[src/rtl/clock_divider_monitor.sv]
// clock_divider_monitor: measures w_clk_mon / r_clk_mon half-periods in clk_in cycles; reports lock, last half-period, sticky fault.
// Optional stall detection (a stopped clock counts as a bad interval) is enabled by defining CLKMON_STALL_DETECT_EN.

module clkmon_chan #(
  parameter int unsigned EXP      = 12,
  parameter int unsigned LOCK_CNT = 4,
  parameter int unsigned TOL      = 0,
  parameter int unsigned CNT_W    = 16
) (
  input  logic             clk_in,
  input  logic             rst,
  input  logic             clk_mon,
  input  logic             clr_fault,
  output logic             locked,
  output logic             fault,
  output logic [CNT_W-1:0] halfper
);
  localparam int unsigned      GOOD_W    = 4;
  localparam logic [GOOD_W-1:0] LOCK_GOOD = GOOD_W'(LOCK_CNT);
  localparam logic [CNT_W-1:0] RUN_MAX   = '1;

  typedef enum logic [1:0] {S_IDLE, S_ACQ, S_LOCK} state_t;

  state_t            state_q, state_d;
  logic              s1_q, s1_d, s2_q, s2_d, s3_q, s3_d, edge_q, edge_d;
  logic [CNT_W-1:0]  run_q, run_d, halfper_q, halfper_d;
  logic [GOOD_W-1:0] good_q, good_d;
  logic              locked_q, locked_d, fault_q, fault_d;
  logic [31:0]       run_ext_c, dev_c;
  logic              in_tol_c, stall_c, ok_ev_c, bad_ev_c;

  // Distance of the just-closed interval from the expected half-period
  assign run_ext_c = 32'(run_q);
  assign dev_c     = (run_ext_c >= 32'(EXP)) ? (run_ext_c - 32'(EXP)) : (32'(EXP) - run_ext_c);
  assign in_tol_c  = (dev_c <= 32'(TOL));

`ifdef CLKMON_STALL_DETECT_EN
  localparam longint unsigned  RUN_MAX_L = (64'd1 << CNT_W) - 64'd1;
  localparam longint unsigned  STALL_L   = 64'(EXP) + 64'(TOL) + 64'd1;
  localparam logic [CNT_W-1:0] STALL_AT  = (STALL_L >= RUN_MAX_L) ? RUN_MAX : CNT_W'(STALL_L);

  logic stalled_q, stalled_d;

  // One stall event per silent stretch; re-armed by the next edge
  assign stall_c = !edge_q && !stalled_q && (state_q != S_IDLE) && (run_q == STALL_AT);

  always_comb begin
    stalled_d = edge_q ? 1'b0 : (stalled_q | stall_c);
  end

  always_ff @(posedge clk_in) begin
    if (rst) stalled_q <= 1'b0;
    else     stalled_q <= stalled_d;
  end
`else
  assign stall_c = 1'b0;
`endif

  always_comb begin
    s1_d      = clk_mon;
    s2_d      = s1_q;
    s3_d      = s2_q;
    edge_d    = s2_q ^ s3_q;
    state_d   = state_q;
    good_d    = good_q;
    locked_d  = locked_q;
    halfper_d = halfper_q;
    fault_d   = fault_q & ~clr_fault;
    run_d     = (run_q == RUN_MAX) ? run_q : run_q + CNT_W'(1);
    ok_ev_c   = 1'b0;
    bad_ev_c  = stall_c;

    if (edge_q) begin
      run_d = CNT_W'(1);
      if (state_q != S_IDLE) begin
        halfper_d = run_q;
        ok_ev_c   = in_tol_c;
        bad_ev_c  = ~in_tol_c;
      end
    end

    case (state_q)
      S_IDLE: begin
        if (edge_q) begin
          state_d = S_ACQ;
          good_d  = '0;
        end
      end
      S_ACQ: begin
        if (ok_ev_c) begin
          good_d = good_q + GOOD_W'(1);
          if (good_d >= LOCK_GOOD) begin
            state_d  = S_LOCK;
            locked_d = 1'b1;
          end
        end else if (bad_ev_c) begin
          good_d = '0;
        end
      end
      S_LOCK: begin
        // A fault set outranks a simultaneous clr_fault
        if (bad_ev_c) begin
          state_d  = S_ACQ;
          good_d   = '0;
          locked_d = 1'b0;
          fault_d  = 1'b1;
        end
      end
      default: state_d = S_IDLE;
    endcase
  end

  always_ff @(posedge clk_in) begin
    if (rst) begin
      state_q   <= S_IDLE;
      s1_q      <= 1'b0;
      s2_q      <= 1'b0;
      s3_q      <= 1'b0;
      edge_q    <= 1'b0;
      run_q     <= '0;
      halfper_q <= '0;
      good_q    <= '0;
      locked_q  <= 1'b0;
      fault_q   <= 1'b0;
    end else begin
      state_q   <= state_d;
      s1_q      <= s1_d;
      s2_q      <= s2_d;
      s3_q      <= s3_d;
      edge_q    <= edge_d;
      run_q     <= run_d;
      halfper_q <= halfper_d;
      good_q    <= good_d;
      locked_q  <= locked_d;
      fault_q   <= fault_d;
    end
  end

  assign locked  = locked_q;
  assign fault   = fault_q;
  assign halfper = halfper_q;
endmodule

module clock_divider_monitor #(
  parameter int unsigned W_DIV    = 12,
  parameter int unsigned R_DIV    = 20,
  parameter int unsigned LOCK_CNT = 4,
  parameter int unsigned TOL      = 0,
  parameter int unsigned CNT_W    = 16
) (
  input  logic             clk_in,
  input  logic             rst,
  input  logic             w_clk_mon,
  input  logic             r_clk_mon,
  input  logic             clr_fault,
  output logic             w_locked,
  output logic             r_locked,
  output logic             w_fault,
  output logic             r_fault,
  output logic [CNT_W-1:0] w_halfper,
  output logic [CNT_W-1:0] r_halfper
);
  // Divide-by-1/2 sources toggle every clk_in cycle
  localparam int unsigned W_EXP = (W_DIV <= 2) ? 1 : W_DIV;
  localparam int unsigned R_EXP = (R_DIV <= 2) ? 1 : R_DIV;

  clkmon_chan #(.EXP(W_EXP), .LOCK_CNT(LOCK_CNT), .TOL(TOL), .CNT_W(CNT_W)) u_w_chan (
    .clk_in    (clk_in),
    .rst       (rst),
    .clk_mon   (w_clk_mon),
    .clr_fault (clr_fault),
    .locked    (w_locked),
    .fault     (w_fault),
    .halfper   (w_halfper)
  );

  clkmon_chan #(.EXP(R_EXP), .LOCK_CNT(LOCK_CNT), .TOL(TOL), .CNT_W(CNT_W)) u_r_chan (
    .clk_in    (clk_in),
    .rst       (rst),
    .clk_mon   (r_clk_mon),
    .clr_fault (clr_fault),
    .locked    (r_locked),
    .fault     (r_fault),
    .halfper   (r_halfper)
  );
endmodule

[config.mk]
export PLATFORM = sky130hd
export DESIGN_NAME = clock_divider_monitor
export DESIGN_NICKNAME = d
export VERILOG_FILES = /design/src/rtl/clock_divider_monitor.sv
export SDC_FILE = /design/constraint.sdc
export NUM_CORES = 1
export LEC_CHECK = 0
export ABC_AREA = 1
export CORE_MARGIN = 1
export CORE_UTILIZATION = 50
export CTS_CLUSTER_DIAMETER = 100
export DETAILED_ROUTE_END_ITERATION = 12
export GPL_TIMING_DRIVEN = 0
export HOLD_SLACK_MARGIN = 0.03
export PLACE_DENSITY = 0.75
export SYNTH_ARGS = -nofsm -noshare
export SYNTH_HDL_FRONTEND = slang
export SYNTH_SLANG_ARGS = --single-unit
[constraint.sdc]
create_clock -name clk_in -period 3.2 [get_ports clk_in]
set_input_delay 0.48 -clock clk_in [delete_from_list [all_inputs] [get_ports clk_in]]
set_output_delay 0.48 -clock clk_in [all_outputs]
set_load 0.03 [all_outputs]
## Word level (Yosys, flattened, before mapping)

Cells that the tools add are included.

| operators by class | value |
|---|---|
| reduce and logical (&&, ||, !) cells | 18 |
| bitwise gates (word level) | 7 |
| mux-type cells | 44 |
| eq/ne operators | 16 |
| add/sub/neg operators | 8 |
| order comparisons | 6 |

Operators by type and width:

| kind | count |
|---|---|
| less-or-equal comparator 32 x 1 -> 1 bit (second input constant) | 2 |
| 2-to-1 mux 32 bit | 2 |
| adder 16 x 1 -> 16 bit (second input constant) | 2 |
| equality test 16 bit (second input constant) | 2 |
| 2-to-1 mux 4 bit | 6 |
| case mux 4 bit (3 select lines) | 2 |
| 2-to-1 mux 1 bit | 22 |
| != test 2 x 1 -> 1 bit (second input constant) | 10 |
| subtractor 16 x 4 -> 17 bit (second input constant) | 1 |
| subtractor 16 x 5 -> 17 bit (second input constant) | 1 |
| subtractor 4 x 16 -> 17 bit (first input constant) | 1 |
| subtractor 5 x 16 -> 17 bit (first input constant) | 1 |
| greater-or-equal comparator 16 x 4 -> 1 bit (second input constant) | 1 |
| greater-or-equal comparator 16 x 5 -> 1 bit (second input constant) | 1 |
| 2-to-1 mux 2 bit | 8 |
| AND reduction 4 bit | 4 |
| case mux 2 bit (3 select lines) | 2 |
| adder 4 x 1 -> 4 bit (second input constant) | 2 |
| greater-or-equal comparator 4 x 3 -> 1 bit (second input constant) | 2 |
| AND reduction 2 bit | 4 |
| nonzero test 2 bit | 4 |
| nonzero test 3 bit | 2 |
| equality test 2 x 1 -> 1 bit (second input constant) | 2 |
| equality test 2 bit (second input constant) | 2 |
| 6 further kinds | 13 |

| word-level totals | value |
|---|---|
| logic and storage cells | 121 |
| bits in registers | 88 |
| bits of input ports | 5 |
| output and inout port bits | 36 |

## Logic depth before layout (Yosys ltp)

Gate-level depths: netlist (run 1).

| logic depth | value |
|---|---|
| word-level depth | 9 |
| depth in mapped cells | 22 |
| depth with buffers taken out | 22 |

## Cells and area by module

Synthesis (run 1) repeated with hierarchy kept, for this count alone.

| unflattened totals | value |
|---|---|
| cells, all modules | 883 |
| area, all modules | 5756.8 um2 |

Modules (own cells, without submodules):

| module | times used | cells each | area an instance (um2) | seq. area each (um2) |
|---|---|---|---|---|
| clkmon_chan (u_r_chan) | 1 | 429 | 2914.0 | 880.8 |
| clkmon_chan (u_w_chan) | 1 | 454 | 2842.7 | 880.8 |

## Least setup slack after synthesis (run 1)

OpenSTA, ideal clock, no wires.

| timing path | value |
|---|---|
| kind | flip-flop to flip-flop |
| start point | register u_r_chan.run_q[2] |
| end point | register u_r_chan.state_q[0] |
| setup time | 0.112 ns |
| slack | 0.928 ns |
| stages on the path, launching flop included | 18 |
| arrival | 2.160 ns |
| path buffers | 0 |
| path through | dfxtp_1 -> inv_1 -> ha_1 -> nor2_1 -> nand2_2 -> nand2_1 -> nor2_1 -> o21ai_1 -> nand3_1 -> nor2_1 -> nand3_2 -> nand3_1 -> nand2_2 -> inv_2 -> nor2_1 -> and2_1 -> nor2_1 -> nor2_1 |

| on the way | value |
|---|---|
| word-level cells in the longest chain between the ends | 8 |
| elaborated cells on any way between the ends | 13 |

RTL lines:

| item | RTL line | RTL |
|---|---|---|
| from (decl) | 26 | `logic [CNT_W-1:0] run_q, run_d, halfper_q, halfper_d;` |
| from (signal assigned) | 131 | `run_q <= run_d;` |
| subtractor 5 x 16 -> 17 bit, or another cell as far along | 34 | `assign dev_c = (run_ext_c >= 32'(EXP)) ? (run_ext_c - 32'(EXP)) : (32'(EXP) - run_ext_c);` |
| 2-to-1 mux 32 bit (*) | 34 |  |
| less-or-equal comparator 32 x 1 -> 1 bit (*) | 35 | `assign in_tol_c = (dev_c <= 32'(TOL));` |
| inverter 1 bit | 78 | `bad_ev_c = ~in_tol_c;` |
| 2-to-1 mux 1 bit | 75 | `if (state_q != S_IDLE) begin` |
| 2-to-1 mux 1 bit | 73 | `if (edge_q) begin` |
| != test 2 x 1 -> 1 bit (no source line) | n/a |  |
| AND reduction 4 bit (no source line) (*) | n/a |  |
| to (signal assigned) | 126 | `state_q <= state_d;` |
| to (decl) | 24 | `state_t state_q, state_d;` |

Every way passes the cells marked *; elsewhere a longest branch is shown, timed or not.
A chain may end at the register's enable or synchronous reset.

## Final worst setup path (run 1)

| timing path | value |
|---|---|
| start point | register u_r_chan.run_q[3] |
| end point | register u_r_chan.good_q[2] |

| on the way | value |
|---|---|
| word-level cells in the longest chain between the ends | 9 |
| elaborated cells on any way between the ends | 13 |

RTL lines:

| item | RTL line | RTL |
|---|---|---|
| subtractor 5 x 16 -> 17 bit, or another cell as far along | 34 |  |
| 2-to-1 mux 32 bit (*) | 34 |  |
| less-or-equal comparator 32 x 1 -> 1 bit (*) | 35 |  |
| inverter 1 bit | 78 |  |
| 2-to-1 mux 1 bit | 75 |  |
| 2-to-1 mux 1 bit | 73 |  |
| 2-to-1 mux 4 bit | n/a |  |
| 2-to-1 mux 4 bit | 90 | `if (ok_ev_c) begin` |
| case mux 4 bit (3 select lines) (*) | 82 | `case (state_q)` |
| to (signal assigned) | 133 | `good_q <= good_d;` |
| to (decl) | 27 | `logic [GOOD_W-1:0] good_q, good_d;` |

Marks and branches as above.

==> results of run 1 <==
## routing by layer
layer	GRT usage, %	vias up	wire [um]
met2	36.4	162	5650
met5	0	-	0
li1	-	2922	-
met1	37.4	2476	7120
met4	8.61	0	278
met3	5.79	28	831
## Yosys cell counts
library cell | number | area (um^2)
a21oi_1 | 57 | 285
buf_4 | 2 | 15.0
nor2_1 | 106 | 398
a211oi_1 | 4 | 30.0
a2111oi_0 | 1 | 8.76
xor2_1 | 20 | 175
nor2_8 | 1 | 20.0
nor3_2 | 2 | 20.0
nor3_1 | 24 | 120
o21ai_2 | 2 | 17.5
nand2_4 | 3 | 33.8
o21ai_1 | 3 | 15.0
nor2_2 | 14 | 87.6
xnor2_1 | 5 | 43.8
o311ai_0 | 1 | 8.76
and3_1 | 1 | 6.26
dfxtp_1 | 88 | 1760
nor2_4 | 3 | 33.8
inv_1 | 104 | 390
clkinv_2 | 2 | 10.0
nand2_2 | 11 | 68.8
a31oi_1 | 4 | 25.0
ha_1 | 18 | 225
o21ai_0 | 63 | 315
a21boi_0 | 1 | 7.51
or2_2 | 1 | 6.26
a21oi_2 | 4 | 35.0
buf_2 | 5 | 25.0
clkbuf_1 | 13 | 48.8
and2_1 | 1 | 6.26
inv_2 | 13 | 48.8
buf_6 | 4 | 45.0
nand3b_1 | 3 | 22.5
nor4_1 | 4 | 25.0
nand4_1 | 20 | 125
o211ai_1 | 3 | 22.5
nand3_1 | 53 | 265
nand3_2 | 4 | 40.0
nand2_1 | 208 | 781
## flip-flops by register name, summed over array words and instances, names as in the netlist, 2 cells and up
name / cells
u_r_chan.halfper: 16
u_r_chan.run_q: 16
u_w_chan.halfper: 16
u_w_chan.run_q: 16
u_r_chan.good_q: 4
u_w_chan.good_q: 4
u_r_chan.state_q: 2
u_w_chan.state_q: 2
## path summary, 6_finish.rpt
kind	from	depth (start not counted)	to
hold reg to reg	u_r_chan.s1_q	2	u_r_chan.s2_q
setup / recovery	u_r_chan.run_q[3]	18	u_r_chan.good_q[2]
setup reg to reg	u_r_chan.run_q[3]	18	u_r_chan.good_q[2]
hold / removal	u_r_chan.s1_q	2	u_r_chan.s2_q
## critical path: cells and delay by family (launching register included)
| kind | cells | cell delay [ps] |
|---|---|---|
| AND/OR/NAND/NOR | 13 | 1470 |
| AO/OA/AOI/OAI | 1 | 120 |
| buffers and inverters | 3 | 390 |
| adder cells (fa/ha/maj) | 1 | 210 |
| flip-flops | 1 | 450 |
## logic make-up (layout without fill, tap and decap cells)
logic type / Yosys count / count (layout) / share of synthesized area, %
xor gates and xnor gates: 25 / 25 / 3.90
AOI/OAI and AO/OA: 143 / 143 / 13.7
DFF: 88 / 88 / 31.4
adders and majority gates: 18 / 18 / 4.01
buffers and inverters: 143 / 199 / 10.4
and+or+nand+nor: 459 / 459 / 36.7
## cells in the final DEF, fill, tap and decap left out, types with 2 or more instances in the layout
cell type / instances
a211oi_1: 4
a21oi_1: 57
a21oi_2: 4
a31oi_1: 4
buf_2: 5
buf_4: 2
buf_6: 4
clkbuf_1: 14
clkbuf_8: 12
clkdlybuf4s50_1: 40
clkinv_2: 2
dfxtp_1: 88
ha_1: 18
inv_1: 104
inv_2: 13
nand2_1: 208
nand2_2: 11
nand2_4: 3
nand3_1: 53
nand3_2: 4
nand3b_1: 3
nand4_1: 20
nor2_1: 106
nor2_2: 14
nor2_4: 3
nor3_1: 24
nor3_2: 2
nor4_1: 4
o211ai_1: 3
o21ai_0: 63
o21ai_1: 3
o21ai_2: 2
xnor2_1: 5
xor2_1: 20
## area by class of cell
type	instances	area (um^2)	share of cell area (%)
Inverter	119	449	7.01
Tap cell	140	175	2.73
Clock inverter	3	47.5	0.742
Clock buffer	13	169	2.63
Buffer	24	134	2.09
Timing Repair Buffer	40	400	6.25
Multi-Input combinational cell	645	3270	51.1
Sequential cell	88	1760	27.5
## where the power goes
part | switching, mW | internal (mW) | leakage (nW) | total [mW]
Combinational | 0.410 | 0.225 | 2.21 | 0.635
Sequential | 0.0488 | 1.16 | 0.713 | 1.21
Clock | 0.413 | 0.430 | 0.110 | 0.842
Total | 0.871 | 1.82 | 3.04 | 2.69
==> metrics.txt, run 1 <==
vias per cell=5.21; Die ar.=0.0117 mm^2; via count=approximately 5,600; Slew @ Worst Pin=693 ps; Final #Nets=950; antenna violations before repair=0; worst-path maximum fanout=10; Max clock buf depth=2; synth unique cells=39; setup bufs post-CTS=0; Resized Gates After CTS=0; Layout area overhead=14.1%; Hold WS=409 ps; routed wire length=~14 mm; CTS root buf=clkbuf_8; Iter 0 DRT Violations=458; Hold WC Path Type=flip-flop to flip-flop; Inst Count DP=1,056; Yosys reg bits=88; dpl ws=549 ps; crit path time final=2720 ps; Initial Util=51.6%; clock skew=~13 ps; dpl hpwl=10.6 mm; share of post-route cells with drive strength above 1=between 9 and 10%; hold_buf cts=0; largest net degree at the start of global routing=15; port buffer count=40; # clock sinks=88; R2R Setup Slk=480 ps; die height=108 um; DP Area=0.00619 mm^2; htree depth=3; Synth Net Count=approximately 900; Power, Total=approximately 2.7 mW; data required time of the worst path=between 3000 and 4000 ps; drt wl/cell=12.9 um; Die Width=approximately 110 um; ratio of final minimum period to clock period=84.9%; crit path max-delay cell type=dfxtp_1; CTS buffer count=9; gr ovfl total=0; Pleak=roughly 3 nW; RSZ-0062 raised after global routing=no; clock latency on the worst-skew pair=380 ps; Most common cell on crit path=nand2_1; # fillers=about 1,100; synthesized cell area=0.00562 mm^2; Placer Congestion=0.932; Max stage delay on crit path=around 450 ps; DRT Pass-1 Iters=5; Syn Inst Count=876; ANT nets after route=0; worst path cell trace=inv_1 > ha_1 > nand2_1 > inv_1 > nand2_1 > nand3_1 > nor2_4 > buf_6 > nand2_1 > nand3_1 > nand2_1 > nor3_1 > nand3b_1 > nor2_1 > nand4_1 > nand2_1 > nand2_1 > a21oi_1; synth warn=0; worst IR drop on VDD=313 uV; maxcap violations=0; Final Instance Area=approximately 0.0064 mm^2; # IOs=a little over 40; FP Rows=38; Clk pin slew, worst setup/hold paths=90 ps; setup ws final=483 ps; post-synthesis area per instance=6.41 um^2; # diodes=0; Slew headroom=a little over half; fin util=58.9%; core area=0.0109 mm^2; register area share after synthesis=31.4%; CP startpoint kind=flip-flop; vias in the first global route=4,899; first-pass GRT wire length=roughly 23 mm; global-route usage over all layers=between 20% and 30%; fmax=368 MHz; Setup TNS=0 ps; final cell count without fillers=1,072; status=finished, final reports clean; Worst EP arrival=3030 ps; critical path class=flip-flop to flip-flop; P per Cell Area=419 mW/mm^2; Fin. Hold Viols=0; critical path capture point type=flip-flop; endpoints failing setup=0; Pins Over Slew Limit=0; DRC viols=0; CTS tree=yes
Note: power is estimated with default switching activity, not from simulation.
==> inputs of run 2 (changes only) <==
==> constraint.sdc (replaced) <==
create_clock -name clk_in -period 2.75 [get_ports clk_in]
set_input_delay 0.4125 -clock clk_in [delete_from_list [all_inputs] [get_ports clk_in]]
set_output_delay 0.4125 -clock clk_in [all_outputs]
set_load 0.03 [all_outputs]
==> metrics.txt, run 2 (synthesis results as in run 1) <==
Hold Startpoint=u_r_chan.s1_q; Initial Util=51.6%; ratio of final minimum period to clock period=93.2%; ANT nets after route=0; worst IR drop on VDD=364 uV; most frequent cells in the layout=205 x nand2_1, 103 x inv_1, 103 x nor2_1; Setup TNS=0 ps; # clock sinks=88; fin util=between 50% and 60%; # diodes=0; vias per cell=between 5 and 6; dpl ws=98.7 ps; # fillers=1,052; via count=5,633; crit path time final=about 2600 ps; fmax=390 MHz; Die ar.=approximately 0.012 mm^2; met1 WL=~7.3 mm; port buffer count=40; antenna violations before repair=0; share of post-route cells with drive strength above 1=11.7%; first-pass GRT wire length=23.3 mm; drt wl/cell=13.1 um; data required time of the worst path=3030 ps; dpl hpwl=10.6 mm; endpoints failing setup=0; RR Startpoint=u_r_chan.run_q[0]; most common cell after layout, fill and taps aside=nand2_1; R2R depth=20; routed wire length=between 10 and 15 mm; clock latency on the worst-skew pair=390 ps; CTS root buf=clkbuf_8; Max clock buf depth=2; hold_buf cts=0; Worst EP arrival=2850 ps; Clk pin slew, worst setup/hold paths=80 ps; setup ws final=186 ps; critical path class=flip-flop to flip-flop; DRC viols=0; maxcap violations=0; metal2 WL=5.73 mm; Slew @ Worst Pin=705 ps; Pins Over Slew Limit=0; DRT Pass-1 Iters=5; gr ovfl total=0; # IOs=41; Worst Hold Depth=2; CTS buffer count=9; core area=0.0109 mm^2; Pleak=~3.1 nW; largest net degree at the start of global routing=15; P per Cell Area=480 mW/mm^2; Slew headroom=52.8%; Placer Congestion=0.932; routed wl met3=751 um; CP startpoint kind=flip-flop; die height=approximately 110 um; htree depth=3; status=finished, final reports clean; WHS Endpoint=u_r_chan.s2_q; CTS tree=yes; Most common cell on crit path=nor2_1; Hold WC Path Type=flip-flop to flip-flop; vias in the first global route=4,899; worst-path maximum fanout=8; FP Rows=38; global-route usage over all layers=25.5%; Final #Nets=959; Max stage delay on crit path=around 350 ps; critical path capture point type=flip-flop; worst path cell trace=inv_1 > ha_1 > nand2_2 > inv_1 > nand2_1 > nand3_2 > nor2_4 > buf_6 > buf_4 > nand2_1 > nand4_1 > nor2_2 > nand3_2 > nand3_1 > nand2_2 > inv_2 > nor2_1 > and2_1 > nor2_1 > nor2_1; Layout area overhead=16.2%; Top Metal Used=met4; Hold WS=409 ps; R2R Setup Slk=190 ps; Fin. Hold Viols=0; crit path max-delay cell type=dfxtp_2; Die Width=about 110 um; RR Endpoint=u_r_chan.state_q[0]; clock skew=12.1 ps; Iter 0 DRT Violations=roughly 460
==> run 2: cell types whose count changed in the layout (fill, tap and decap cells not counted), sizes merged <==
cell / delta
buf: +9
inv: -1
clkinvlp: +1
==> run 2: final cells by class <==
cell class,count,area (um^2),area share (%)
Tap cell,140,175,2.68
Clock buffer,13,169,2.59
Sequential cell,88,1770,27.1
Timing Repair Buffer,49,468,7.17
Buffer,24,134,2.05
Multi-Input combinational cell,645,3310,50.7
Inverter,119,453,6.94
Clock inverter,3,47.5,0.728
==> run 2: worst max path at each step <==
stage,from,endpoint,cells past startpoint
5_1_grt,u_r_chan.run_q[3],u_r_chan.state_q[1],20
6_report,u_r_chan.run_q[0],u_r_chan.state_q[0],20
4_1_cts,u_r_chan.run_q[3],u_r_chan.good_q[1],18
3_3_place_gp,u_r_chan.run_q[2],u_r_chan.state_q[1],17
3_5_place_dp,u_r_chan.run_q[3],u_r_chan.good_q[1],18
2_1_floorplan,u_r_chan.run_q[2],u_r_chan.state_q[0],17
==> run 2: report_power, final <==
group / internal [mW] / switching, mW / total, mW
Combinational: 0.265 / 0.481 / 0.746
Clock: 0.500 / 0.481 / 0.981
Sequential: 1.35 / 0.0567 / 1.41
Total: 2.11 / 1.02 / 3.13
==> run 2: critical path: cells and delay by family, from the launching register on <==
| family | cells | cell delay, ps |
|---|---|---|
| simple gates | 14 | 1340 |
| buf+inv | 5 | 550 |
| flops | 1 | 350 |
| fa+ha+maj | 1 | 220 |
==> run 2: repair_timing <==
item | 4_1_cts | 5_1_grt
buffers inserted | 0 | 9
setup endpoints to repair | 0 | 11
gates resized for setup | 0 | 18
hold endpoints to repair | 0 | 0
==> run 2: stage by stage <==
step	cells	power (mW)	cell area (um^2)
floorplan	876	1.96	5620
detailed placement	1056	2.17	6190
global placement	1056	2.16	6190
CTS	1072	3.15	6410
global route	1081	3.31	6530
finish	1081	3.13	6530
==> run 2: metal layers <==
metal  global-route usage [%]  vias to the layer above
met4                     8.61                        0
met5                        0                        -
met3                     5.79                       34
met2                     36.4                      162
li1                         -                     2940
met1                     37.4                     2497
